<file path="config.mk">
export PLATFORM = sky130hd
export DESIGN_NAME = flex_pkt_fifo
export DESIGN_NICKNAME = d
export VERILOG_FILES = /design/src/rtl/flex_fifo_pkg.sv /design/src/rtl/fifo_ram.sv /design/src/rtl/flex_pkt_fifo.sv
export SDC_FILE = /design/constraint.sdc
export NUM_CORES = 1
export LEC_CHECK = 0
export CORE_ASPECT_RATIO = 0.9
export CORE_MARGIN = 5
export CORE_UTILIZATION = 55
export DETAILED_ROUTE_END_ITERATION = 16
export PLACE_DENSITY = 0.7
export SLEW_MARGIN = 25
export SYNTH_ARGS = -nofsm -noshare
export SYNTH_HDL_FRONTEND = slang
export SYNTH_HIERARCHICAL = 1
export SYNTH_SLANG_ARGS = --single-unit
</file>
<file path="constraint.sdc">
create_clock -name clk -period 3.7 [get_ports clk]
set_clock_uncertainty 0.2 [all_clocks]
set_input_delay 0.925 -clock clk [delete_from_list [all_inputs] [get_ports clk]]
set_output_delay 0.925 -clock clk [all_outputs]
set_load 0.02 [all_outputs]
</file>
<file path="src/rtl/flex_fifo_pkg.sv">
// flex_fifo_pkg
//   Shared helpers for the packet FIFO.
//   ptr_diff : occupancy between two wrap-bit pointers, modulo 2^(ptrw+1).
//   The pointer type depends on each instance's PTRW, so ptr_t is declared
//   locally in flex_pkt_fifo; a package typedef cannot follow a module
//   parameter.
package flex_fifo_pkg;

    // Pointers are passed zero-extended to 32 bits. The mask keeps the result
    // inside the pointer's own modulus, so wrap-around needs no special case.
    function automatic logic [31:0] ptr_diff(input logic [31:0] a,
                                             input logic [31:0] b,
                                             input int          ptrw);
        logic [31:0] mask;
        mask = (32'd1 << (ptrw + 1)) - 32'd1;
        return (a - b) & mask;
    endfunction

endpackage

</file>
<file path="src/rtl/fifo_ram.sv">
// fifo_ram
//   DEPTH x NUMBITS register array with one write port and an asynchronous
//   read port. Contents reset to zero so the show-ahead output is defined
//   from reset onward.
//   clk, n_rst      : clock and asynchronous active-low reset
//   we, waddr, wdata: synchronous write port
//   raddr, rdata    : combinational read port
module fifo_ram #(
    parameter int NUMBITS = 8,
    parameter int DEPTH   = 64,
    parameter int AW      = 6
) (
    input  logic               clk,
    input  logic               n_rst,
    input  logic               we,
    input  logic [AW-1:0]      waddr,
    input  logic [NUMBITS-1:0] wdata,
    input  logic [AW-1:0]      raddr,
    output logic [NUMBITS-1:0] rdata
);

    logic [NUMBITS-1:0] mem_q [DEPTH];

    always_ff @(posedge clk or negedge n_rst) begin
        if (!n_rst) begin
            for (int i = 0; i < DEPTH; i++) begin
                mem_q[i] <= '0;
            end
        end else if (we) begin
            mem_q[waddr] <= wdata;
        end
    end

    assign rdata = mem_q[raddr];

endmodule

</file>
<file path="src/rtl/flex_pkt_fifo.sv">
// flex_pkt_fifo
//   Packet-holding FIFO between the USB receive packet decoder (writer) and
//   the AES block loader (reader). Writes land at a tentative pointer and
//   only become visible to the reader on w_commit; w_discard rolls a
//   CRC-failed packet back to the last commit.
//   clk, n_rst          : clock, asynchronous active-low reset
//   clear               : synchronous flush of pointers and error pulses
//   w_enable, w_data    : write at the tentative pointer
//   w_commit, w_discard : publish / roll back tentative writes
//   r_enable, r_data    : pop head word; r_data is show-ahead
//   empty, full, almost_empty, almost_full, count : status from pointers
//   overflow, underflow : one-cycle pulses on rejected write / read
module flex_pkt_fifo
    import flex_fifo_pkg::*;
#(
    parameter int NUMBITS   = 8,
    parameter int DEPTH     = 64,
    parameter int PTRW      = $clog2(DEPTH),
    parameter int AFULL_TH  = DEPTH - 4,
    parameter int AEMPTY_TH = 4
) (
    input  logic               clk,
    input  logic               n_rst,
    input  logic               clear,
    input  logic               w_enable,
    input  logic [NUMBITS-1:0] w_data,
    input  logic               w_commit,
    input  logic               w_discard,
    input  logic               r_enable,
    output logic [NUMBITS-1:0] r_data,
    output logic               empty,
    output logic               full,
    output logic               almost_full,
    output logic               almost_empty,
    output logic [PTRW:0]      count,
    output logic               overflow,
    output logic               underflow
);

    typedef logic [PTRW:0] ptr_t;

    localparam ptr_t PTR_ONE     = ptr_t'(1);
    localparam ptr_t AFULL_LIM   = ptr_t'(AFULL_TH);
    localparam ptr_t AEMPTY_LIM  = ptr_t'(AEMPTY_TH);

    ptr_t wr_tent_q, wr_tent_d;
    ptr_t wr_cmt_q,  wr_cmt_d;
    ptr_t rd_q,      rd_d;
    logic overflow_q,  overflow_d;
    logic underflow_q, underflow_d;

    ptr_t tent_occ;
    logic wr_accept;
    logic rd_accept;
    logic ram_we;

    // Flags come straight from the registered pointers, so they describe the
    // state left by the previous edge; all accept decisions use these values.
    assign empty        = (wr_cmt_q == rd_q);
    assign full         = (wr_tent_q[PTRW] != rd_q[PTRW]) &&
                          (wr_tent_q[PTRW-1:0] == rd_q[PTRW-1:0]);
    assign count        = ptr_t'(ptr_diff(32'(wr_cmt_q), 32'(rd_q), PTRW));
    assign tent_occ     = ptr_t'(ptr_diff(32'(wr_tent_q), 32'(rd_q), PTRW));
    assign almost_full  = (tent_occ >= AFULL_LIM);
    assign almost_empty = (count <= AEMPTY_LIM);
    assign overflow     = overflow_q;
    assign underflow    = underflow_q;

    assign wr_accept = w_enable && !full;
    assign rd_accept = r_enable && !empty;

    // Next-state pointers. clear beats everything; discard beats commit and
    // also drops a write presented in the same cycle. Commit takes the
    // post-write tentative pointer so a same-cycle write is published too.
    always_comb begin
        wr_tent_d   = wr_tent_q;
        wr_cmt_d    = wr_cmt_q;
        rd_d        = rd_q;
        overflow_d  = w_enable && full;
        underflow_d = r_enable && empty;
        ram_we      = 1'b0;

        if (clear) begin
            wr_tent_d   = '0;
            wr_cmt_d    = '0;
            rd_d        = '0;
            overflow_d  = 1'b0;
            underflow_d = 1'b0;
        end else begin
            if (rd_accept) begin
                rd_d = rd_q + PTR_ONE;
            end
            if (w_discard) begin
                wr_tent_d = wr_cmt_q;
            end else begin
                if (wr_accept) begin
                    wr_tent_d = wr_tent_q + PTR_ONE;
                    ram_we    = 1'b1;
                end
                if (w_commit) begin
                    wr_cmt_d = wr_tent_d;
                end
            end
        end
    end

    always_ff @(posedge clk or negedge n_rst) begin
        if (!n_rst) begin
            wr_tent_q   <= '0;
            wr_cmt_q    <= '0;
            rd_q        <= '0;
            overflow_q  <= 1'b0;
            underflow_q <= 1'b0;
        end else begin
            wr_tent_q   <= wr_tent_d;
            wr_cmt_q    <= wr_cmt_d;
            rd_q        <= rd_d;
            overflow_q  <= overflow_d;
            underflow_q <= underflow_d;
        end
    end

    fifo_ram #(
        .NUMBITS (NUMBITS),
        .DEPTH   (DEPTH),
        .AW      (PTRW)
    ) u_ram (
        .clk   (clk),
        .n_rst (n_rst),
        .we    (ram_we),
        .waddr (wr_tent_q[PTRW-1:0]),
        .wdata (w_data),
        .raddr (rd_q[PTRW-1:0]),
        .rdata (r_data)
    );

endmodule

</file>
; ---- Word level (Yosys, flattened, before mapping)
; Cells that the tools add are included.
[classes]
muxes = 19
bitwise_logic = 2
add_sub_neg = 4
order_cmp = 5
n_eq_ne = 4
reduce_logical = 11
[ops]
columns = op, count
row1 = bitwise mux 512 bit, 1
row2 = two-way mux 7 bit, 8
row3 = binary-select mux 8 bit (select 6 bit), 1
row4 = demux 8 bit (select 6 bit), 1
row5 = two-way mux 8 bit, 3
row6 = "adder 7 x 1 -> 7 bit, second input constant", 2
row7 = ">= comparator 7 bit, second input constant", 2
row8 = inverter 6 -> 7 bit, 2
row9 = subtractor 7 bit, 2
row10 = equality test 7 bit, 1
row11 = ">= comparator 7 x 6 -> 1 bit, second input constant", 1
row12 = "less-or-equal comparator 7 x 3 -> 1 bit, second input constant", 1
row13 = "less-than comparator 7 x 1 -> 1 bit, second input constant", 1
row14 = equality test 6 bit, 1
row15 = logical AND 1 bit, 6
row16 = two-way mux 1 bit, 5
row17 = nonzero test 2 bit, 2
row18 = zero test 1 bit, 2
row19 = "inequality test 2 bit, second input constant", 1
row20 = AND reduction 2 bit, 1
row21 = inequality test 1 bit, 1
[word_totals]
out_inout_bits = 21
reg_bits = 535

; ---- Logic depth before layout (Yosys ltp)
; Gate-level depths: netlist of run 1.
[depth]
depth_word = 8
depth_mapped = 11

; ---- Modules after synthesis
; The synthesis of run 1 kept the hierarchy.
[by_module_without_submodules]
columns = mod, instances, area_per_inst_um2, cells_per_inst, seq_area_each_um2
row1 = fifo_ram, 1, 23598.9, 1499, 12812.3
row2 = flex_pkt_fifo, 1, 1675.4, 178, 575.6

; ---- Worst setup path before layout of run 1
; No wires, ideal clock.
[synth_path]
path_type = flip-flop to output port
startpoint = register rd_q[0]
endpoint = output almost_empty
arrival_time_ns = 2.538
setup_slack_ns = 0.037
required_time_ns = 2.575
path_stages_with_launch = 9
path_buffers = 0
cell_sequence = dfrtp_1 > ha_1 > inv_1 > fa_1 > a211oi_1 > nor2_1 > xor2_1 > or3b_1 > a211oi_1
[synth_via]
elab_chain_cells = 2
[synth_lines]
columns = element, line_no
row1 = "start, declared", flex_pkt_fifo.sv:48  ; ptr_t rd_q, rd_d;
row2 = "start signal, assigned", flex_pkt_fifo.sv:117  ; rd_q <= rd_d;
row3 = subtractor 7 bit, flex_fifo_pkg.sv:16  ; return (a - b) & mask;
row4 = via count[4], flex_pkt_fifo.sv:35  ; output logic [PTRW:0] count,
row5 = less-or-equal comparator 7 x 3 -> 1 bit, flex_pkt_fifo.sv:65  ; assign almost_empty = (count <= AEMPTY_LIM);
row6 = "end, declared", flex_pkt_fifo.sv:34  ; output logic almost_empty,
; The timed path passes the listed nets, and every way through them passes these cells.

; ---- Final worst setup path of run 1
[layout_path]
startpoint = register rd_q[0]
endpoint = output r_data[0]
[layout_via]
elab_chain_cells = 4
[layout_lines]
columns = element, line_no
row1 = inverter 6 -> 7 bit (not written as such), fifo_ram.sv:34  ; assign rdata = mem_q[raddr];
row2 = binary-select mux 8 bit (select 6 bit), fifo_ram.sv:34
row3 = two-way mux 8 bit (not written as such) (2 in series), fifo_ram.sv:34
row4 = "end, declared", flex_pkt_fifo.sv:30  ; output logic [NUMBITS-1:0] r_data,
; Every way passes these cells. The select of a mux whose other input is x is not followed.

==> impl_metrics.ini, run 1 <==
[setup_path]
path_class = flip-flop to primary output
r2r_cells = 11
critPathMaxFanout = 6
cp_data_required_time_ns = 2.57
critPathCaptureType = primary output
r2r_slack_ns = 0.27
r2r_start = rd_q[4]$_DFFE_PN0P_
worstPathArrival_ns = 2.84
worst_setup_path_start_kind = flip-flop
reg2reg_to = u_ram/mem_q[368]$_DFFE_PN0P_

[cells_and_area]
utilization_pct = 65.07
diodes = 0
nets = 1845
area_growth_pct = 17.04
fillers = 3243
drive_above_1_share_pct = 51.19
final_cells = 2464

[outcome]
violations = setup timing
outcome = finished, violations left

[sta]
rsz0062_at_grt = yes
fin_setup_tns_ns = -2.415
fmax_mhz = 252.2
setup_slack_ns = -0.2649
maxSlewViolCount = 0
slew_headroom_pct = 45.76
fin_crit_sh_pct = 107.2
setup_viol = 12
period_minus_slack_ns = 3.965
hold_viol = 0
worstMarginPinSlew_ns = 0.8137

[floorplan]
fp.dieH_um = 213.4
core_um2 = 45460
initial_utilization_pct = 55.60
die_area_um2 = 50350
die_x_um = 236.0
io_pins = 36
rows = 74

[synthesis]
synth_top_area_share_pct = 52.97
synth_edf_count = 0
syn_nets = 1708
syn_avg_cell_area_um2 = 15.07
ys_warn_count = 6
synth_area_leaders = dfrtp_1, mux2_2, mux4_2, mux2_1, mux2i_1
synthTopCellsByCount = dfrtp_1, mux2_2, mux4_2
synth.most_common_cell = dfrtp_1
syn_inst = 1677
synth-main-ff-cell = dfrtp_1
ys_seq_area_share_pct = 52.97
async_flop_share_pct = 100.0
yosys.cell_types.count = 61
yosys.area.top_type = dfrtp_1
ys_ff_latch = 535
synth_area_um2 = 25270

[cts]
clkSlewWorstSetupHoldPaths_ns = 0.06
holdBufCountCts = 0
cts_tree = built
cts_buffer_depth = 3
cts_made_buffers = 53
cts.htree.levels = 2
clkLatencyLatePin_ns = 0.59
cts-root-buf = clkbuf_16
numClockSinks = 535

[global_route]
grt.total_usage_pct = 24.94
grt_max_degree = 81
globalRouteOverflowTotal = 0
antenna_found_initial = 0
grt_pass1_wl_mm = 97.66
grt_pass1_vias = 16160

[placed_design]
dp_hpwl_mm = 40.18
portBuffers = 35
gp_congestion = 0.8302
placedCellCount = 2351
pre_cts_ws_ns = -0.2599

[pwr]
powerDensity_nw_per_um2 = 474.8
p_leak_uw = 0.01394
p_total_uw = 14050
max-vdd-ir-drop_mv = 0.3706

[detailed_routing]
vias = 15110
drt-total-wl_mm = 61.95
detail_route.iter0.violations = 1092
drc_errors = 0
postRouteAntennaNets = 0
vias_per_cell = 6.131
dr.pass1.iters = 4
post_drt_wl_per_cell_um = 25.14

[run]
cap_violations = 0

[worst_hold_path]
hp-class = primary input to asynchronous set/reset pin
==> worst max-delay path, cell delays in order, from the launching register on <==
cell	delay, ns
dfrtp_4	0.45
buf_12	0.17
clkbuf_16	0.17
mux4_2	0.51
mux4_2	0.54
nor2_2	0.14
o31ai_2	0.09
buf_4	0.17
==> registers in the layout, indices dropped and copies added (netlist names) <==
signal / cells
overflow: 1
rd_q: 7
u_ram/mem_q: 512
underflow: 1
wr_cmt_q: 7
wr_tent_q: 7
==> kinds of logic after synthesis <==
family | Yosys count | share of synthesized area (%)
AO/OA/AOI/OAI | 107 | 2.916
XOR/XNOR | 19 | 0.7178
adder cells (fa/ha/maj) | 16 | 0.8515
buffers and inverters | 134 | 2.495
flip-flops | 535 | 52.97
multiplexers | 679 | 36.10
AND/OR/NAND/NOR | 187 | 3.946
==> how the worst max path moves through the flow <==
stage	from	to	slack, ns
finish	rd_q[0]$_DFFE_PN0P_	r_data[0]	-0.26
global route	rd_q[0]$_DFFE_PN0P_	r_data[3]	-0.34
CTS	rd_q[0]$_DFFE_PN0P_	r_data[1]	-0.32
detailed placement	rd_q[0]$_DFFE_PN0P_	almost_empty	-0.26
global placement	wr_cmt_q[0]$_DFFE_PN0P_	almost_empty	-0.24
floorplan	rd_q[0]$_DFFE_PN0P_	almost_empty	0.04
==> through the flow <==
| step | hold slack, ns | cell area [µm²] |
|---|---|---|
| 3_3_place_gp | 0.2606 | 27330 |
| 6_report | 0.1480 | 29580 |
| 5_1_grt | 0.1868 | 29580 |
| 3_5_place_dp | 0.2726 | 27350 |
| 2_1_floorplan | 0.2492 | 25270 |
| 4_1_cts | 0.1639 | 29450 |
==> placed cells by master (no fill, tap or decap), types with 10 or more instances in the layout <==
cell type and n:
buf_12 35, a211oi_1 13, mux2_1 53, mux2_2 463
dfrtp_1 531, nor2_2 23, xnor2_1 10, buf_2 11
ha_1 13, clkinv_2 11, inv_1 12, mux2i_1 25
nor2_1 41, clkbuf_8 13, mux4_2 130, clkbuf_16 56
clkbuf_1 13, nand2_1 52, a21oi_1 25, buf_4 130
==> per-layer routing <==
layer	share of wire (%)	GRT usage (%)
met2	48	39.70
met3	4.8	4.270
met5	0	0
met4	1.9	6.345
met1	45	36.61
==> power by group <==
group | total, µW | internal [µW] | switching (µW)
registers | 6250 | 6110 | 138
logic | 2430 | 1200 | 1230
clock network | 5370 | 3120 | 2250
==> final cells by class <==
class	instances	area [µm²]	area share [%]
Sequential cell	535	13400	45.29
Multi-Input combinational cell	1008	11490	38.83
Timing Repair Buffer	203	2143	7.245
Clock buffer	81	1604	5.422
Tap cell	608	760.7	2.572
Clock inverter	16	140.1	0.4737
Inverter	13	48.80	0.1650
==> repair_timing <==
item,CTS,global route
pin swaps,15,12
setup buffers,8,2
gates cloned,6,1
endpoints found under the setup margin,17,16
resized for setup,116,31
(Power assumes the default switching activity.)
==> run 2, diff against run 1 <==
--- a/config.mk
+++ b/config.mk
@@ -6,7 +6,6 @@
 export NUM_CORES = 1
 export LEC_CHECK = 0
 export CORE_ASPECT_RATIO = 0.9
-export CORE_MARGIN = 5
 export CORE_UTILIZATION = 55
 export DETAILED_ROUTE_END_ITERATION = 16
 export PLACE_DENSITY = 0.7
==> impl_metrics.ini, run 2 (synthesis gave the netlist of run 1 again) <==
[outcome]
outcome = finished, violations left
violations = setup timing

[placed_design]
dp_hpwl_mm = 40.03
pre_cts_ws_ns = -0.2389
gp_congestion = 0.8921
portBuffers = 35
placedCellCount = 2351

[detailed_routing]
vias_per_cell = 6.186
drc_errors = 0
detail_route.iter0.violations = 991
post_drt_wl_per_cell_um = 25.34
vias = 15270
dr.pass1.iters = 5
postRouteAntennaNets = 0
drt-total-wl_mm = 62.54

[setup_path]
max_stage_delay_ns = 0.54
worst_setup_path_start_kind = flip-flop
path_class = flip-flop to primary output
critPathCaptureType = primary output
r2r_slack_ns = 0.17
cp_data_required_time_ns = 2.57
crit_slowest_cell = dfrtp_4
cp_num_buf_inv = 3
critPathMaxFanout = 8
cp_common_cell = buf_12
worstPathArrival_ns = 2.95
critPathTopFamily = multiplexers
crit_path_cell_trace = buf_12 -> buf_12 -> mux4_2 -> mux2_4 -> o211ai_1 -> mux2i_1 -> buf_2

[sta]
setup_slack_ns = -0.3724
fin_setup_tns_ns = -3.289
worstMarginPinSlew_ns = 0.8444
setup_viol = 11
slew_headroom_pct = 43.71
fmax_mhz = 245.6
period_minus_slack_ns = 4.072
holdWs_ns = 0.1104
rsz0062_at_grt = yes
hold_viol = 0
maxSlewViolCount = 0
fin_crit_sh_pct = 110.1

[cells_and_area]
diodes = 0
mostFrequentLayoutCells = dfrtp_1, mux2_2, buf_4
multi_input_area_um2 = 11540
regArea_um2 = 13400
drive_above_1_share_pct = 51.77
nets = 1847
final_common_cell = dfrtp_1
final_cells = 2468
fillers = 3282
area_growth_pct = 17.40
top_register = u_ram/mem_q
largest_register_ffs = 512

[cts]
numClockSinks = 535
cts.htree.levels = 2
cts-root-buf = clkbuf_16
clkLatencyLatePin_ns = 0.62
clkSlewWorstSetupHoldPaths_ns = 0.06
cts_made_buffers = 54
holdBufCountCts = 0
cts_tree = built
cts_buffer_depth = 3

[pwr]
max-vdd-ir-drop_mv = 0.3734
powerDensity_nw_per_um2 = 478.1
p_leak_uw = 0.01400

[floorplan]
rows = 74
die_x_um = 228.0
core_um2 = 45370
io_pins = 36
initial_utilization_pct = 55.71
fp.dieH_um = 205.4
die_area_um2 = 46820

[global_route]
grt_pass1_wl_mm = 97.90
antenna_found_initial = 0
grt_pass1_vias = 16190
grt_max_degree = 87
globalRouteOverflowTotal = 0
grt.total_usage_pct = 27.57

[run]
cap_violations = 0

[worst_hold_path]
hp-class = primary input to asynchronous set/reset pin
==> run 2: area by class of cell <==
type | instances | area share, %
sequential | 535 | 45.15
multi-input combinational | 1008 | 38.90
timing repair buffer | 204 | 7.177
clock buffer | 80 | 5.457
tap | 608 | 2.564
clock inverter | 20 | 0.5819
inverter | 13 | 0.1645
==> run 2: per-layer routing <==
layer,track usage [%],part of all wire (%)
met5,0,0
met4,9.636,2.7
met3,5.266,5.9
met2,42.03,46
met1,39.87,45
==> run 2: final timing paths <==
| check | to | startpoint | depth (start not counted) |
|---|---|---|---|
| setup / recovery | r_data[5] | rd_q[1]$_DFFE_PN0P_ | 7 |
| hold / removal | u_ram/mem_q[435]$_DFFE_PN0P_ | n_rst | 1 |
| setup reg to reg | u_ram/mem_q[243]$_DFFE_PN0P_ | rd_q[1]$_DFFE_PN0P_ | 12 |
| hold reg to reg | u_ram/mem_q[206]$_DFFE_PN0P_ | u_ram/mem_q[206]$_DFFE_PN0P_ | 1 |
| max in group asynchronous | u_ram/mem_q[90]$_DFFE_PN0P_ | n_rst | 2 |
| min in group clk | u_ram/mem_q[206]$_DFFE_PN0P_ | u_ram/mem_q[206]$_DFFE_PN0P_ | 1 |
==> run 2: worst register-to-register path, stage by stage, from the launching register on <==
cell	delay [ns]
dfrtp_4	0.54
inv_2	0.10
buf_4	0.15
ha_1	0.29
nand4_1	0.23
o31ai_4	0.34
nor3_1	0.12
buf_4	0.18
nand2b_1	0.19
nor2b_1	0.08
buf_4	0.19
nand2_1	0.41
mux2_2	0.40
==> run 2: timing repair <==
action	CTS	global route
gates resized for setup	120	41
endpoints found under the hold margin	0	0
gates cloned	6	2
buffers inserted	9	3
endpoints found under the setup margin	17	16
pin swaps	12	11
==> run 2: per-stage QoR <==
stage	total power [µW]	area, µm²	util, %
finish	14180	29670	65.40
global route	14710	29670	65.40
CTS	14250	29480	64.99
detailed placement	8556	27260	60.09
global placement	8510	27260	60.08
floorplan	7628	25270	-
==> run 2: where the power goes <==
part | internal, µW | total [µW] | switching [µW]
Clock | 3120 | 5470 | 2350
Combinational | 1230 | 2460 | 1240
Sequential | 6110 | 6260 | 143
Total | 10500 | 14200 | 3730
==> run 3, diff against run 2 <==
--- a/config.mk
+++ b/config.mk
@@ -5,9 +5,11 @@
 export SDC_FILE = /design/constraint.sdc
 export NUM_CORES = 1
 export LEC_CHECK = 0
-export CORE_ASPECT_RATIO = 0.9
+export CAP_MARGIN = 20
+export CORE_ASPECT_RATIO = 0.5
 export CORE_UTILIZATION = 55
 export DETAILED_ROUTE_END_ITERATION = 16
+export GPL_ROUTABILITY_DRIVEN = 0
 export PLACE_DENSITY = 0.7
 export SLEW_MARGIN = 25
 export SYNTH_ARGS = -nofsm -noshare
==> impl_metrics.ini, run 3 (synthesis gave the netlist of run 1 again) <==
[global_route]
globalRouteOverflowTotal = 0
grt_pass1_vias = 16280
grt_pass1_wl_mm = 99.57
grt_max_degree = 83
grt.total_usage_pct = 27.80
antenna_found_initial = 0

[cells_and_area]
final_common_cell = dfrtp_1
nets = 1851
regArea_um2 = 13400
fillers = 3193
top_register = u_ram/mem_q
drive_above_1_share_pct = 51.59
diodes = 0
mostFrequentLayoutCells = dfrtp_1, mux2_2, buf_4
utilization_pct = 64.98
largest_register_ffs = 512
final_cell_area_um2 = 29420
area_growth_pct = 16.41
multi_input_area_um2 = 11530

[sta]
worstMarginPinSlew_ns = 0.8064
maxSlewViolCount = 0
setup_slack_ns = -0.2974
fmax_mhz = 250.2
holdWs_ns = 0.1926
setup_viol = 12
fin_setup_tns_ns = -2.624
rsz0062_at_grt = yes
slew_headroom_pct = 46.24
fin_crit_sh_pct = 108.0
hold_viol = 0
period_minus_slack_ns = 3.997

[floorplan]
io_pins = 36
rows = 55
core_um2 = 45280
die_x_um = 305.2
fp.dieH_um = 153.6
die_area_um2 = 46870
initial_utilization_pct = 55.82

[setup_path]
cp_data_required_time_ns = 2.57
worst_setup_path_start_kind = flip-flop
path_class = flip-flop to primary output
r2r_slack_ns = 0.08
worstPathArrival_ns = 2.87
crit_path_cell_trace = buf_12 -> buf_4 -> mux4_2 -> mux2i_2 -> a21oi_1 -> o21ai_1 -> buf_4 -> o31ai_1 -> buf_2
critPathTopFamily = multiplexers
critPathCaptureType = primary output
critPathMaxFanout = 7
max_stage_delay_ns = 0.55
crit_slowest_cell = mux4_2
cp_common_cell = buf_4
cp_num_buf_inv = 4

[cts]
holdBufCountCts = 0
cts.htree.levels = 2
clkSlewWorstSetupHoldPaths_ns = 0.06
numClockSinks = 535
cts_made_buffers = 48
cts_buffer_depth = 3
clkLatencyLatePin_ns = 0.57
cts-root-buf = clkbuf_16
cts_tree = built

[placed_design]
portBuffers = 35
dp_hpwl_mm = 42.40
post_dp_cell_area_um2 = 27190

[pwr]
p_leak_uw = 0.01385
p_total_uw = 13860
max-vdd-ir-drop_mv = 0.3241
powerDensity_nw_per_um2 = 471.1

[worst_hold_path]
hp-class = primary input to asynchronous set/reset pin

[detailed_routing]
drt-total-wl_mm = 63.13
detail_route.iter0.violations = 1040
post_drt_wl_per_cell_um = 25.78
vias = 15210
drc_errors = 0
vias_per_cell = 6.209
dr.pass1.iters = 5
postRouteAntennaNets = 0

[outcome]
outcome = finished, violations left
violations = setup timing

[run]
cap_violations = 0
==> run 3: layer usage <==
metal	part of all wire, %	GRT usage (%)	vias up
met4	1.8	6.222	0
met5	0	0	-
li1	-	-	6511
met3	5.3	4.907	94
met2	47	43.77	390
met1	46	40.83	8210
==> run 3: worst reg2reg max path: stages, from the launching register on <==
cell      delay, ns
dfrtp_2        0.41
buf_12         0.17
inv_1          0.22
ha_1           0.34
nand2_1        0.20
o31ai_4        0.12
nor3_1         0.29
buf_4          0.23
nand2b_1       0.17
nor2b_1        0.17
buf_4          0.21
nand2_1        0.35
mux2_1         0.45
==> run 3: area by class of cell <==
| class | instances | area share, % |
|---|---|---|
| clock buffers | 74 | 4.895 |
| clock inverters | 7 | 0.3997 |
| inverters | 13 | 0.1744 |
| multi-input cells | 1008 | 39.18 |
| flip-flops and latches | 535 | 45.54 |
| well taps | 598 | 2.543 |
| repair buffers | 214 | 7.272 |
==> run 3: stage by stage <==
step	setup slack [ns]	std cells
after global routing	-0.3698	2449
after global placement	-0.2113	2342
after CTS	-0.3224	2444
after floorplan	0.03674	1677
after detailed placement	-0.2504	2342
final	-0.2974	2449
==> run 3: what timing repair did <==
item,CTS,global route
gates resized for setup,158,44
setup endpoints to repair,17,20
gates cloned,4,0
pin swaps,23,19
setup buffers,18,9
==> run 3: path summary, 6_finish.rpt <==
path	start	to	cells past startpoint
setup / recovery	rd_q[0]$_DFFE_PN0P_	r_data[7]	9
hold / removal	n_rst	u_ram/mem_q[354]$_DFFE_PN0P_	1
setup reg to reg	rd_q[4]$_DFFE_PN0P_	u_ram/mem_q[296]$_DFFE_PN0P_	12
hold reg to reg	u_ram/mem_q[22]$_DFFE_PN0P_	u_ram/mem_q[22]$_DFFE_PN0P_	1
max in group asynchronous	n_rst	u_ram/mem_q[323]$_DFFE_PN0P_	2
min in group clk	u_ram/mem_q[22]$_DFFE_PN0P_	u_ram/mem_q[22]$_DFFE_PN0P_	1
==> run 3: report_power, final <==
part,switching (µW),total [µW],internal [µW]
clock,2180,5050,2870
combinational,1270,2550,1280
sequential,152,6260,6110
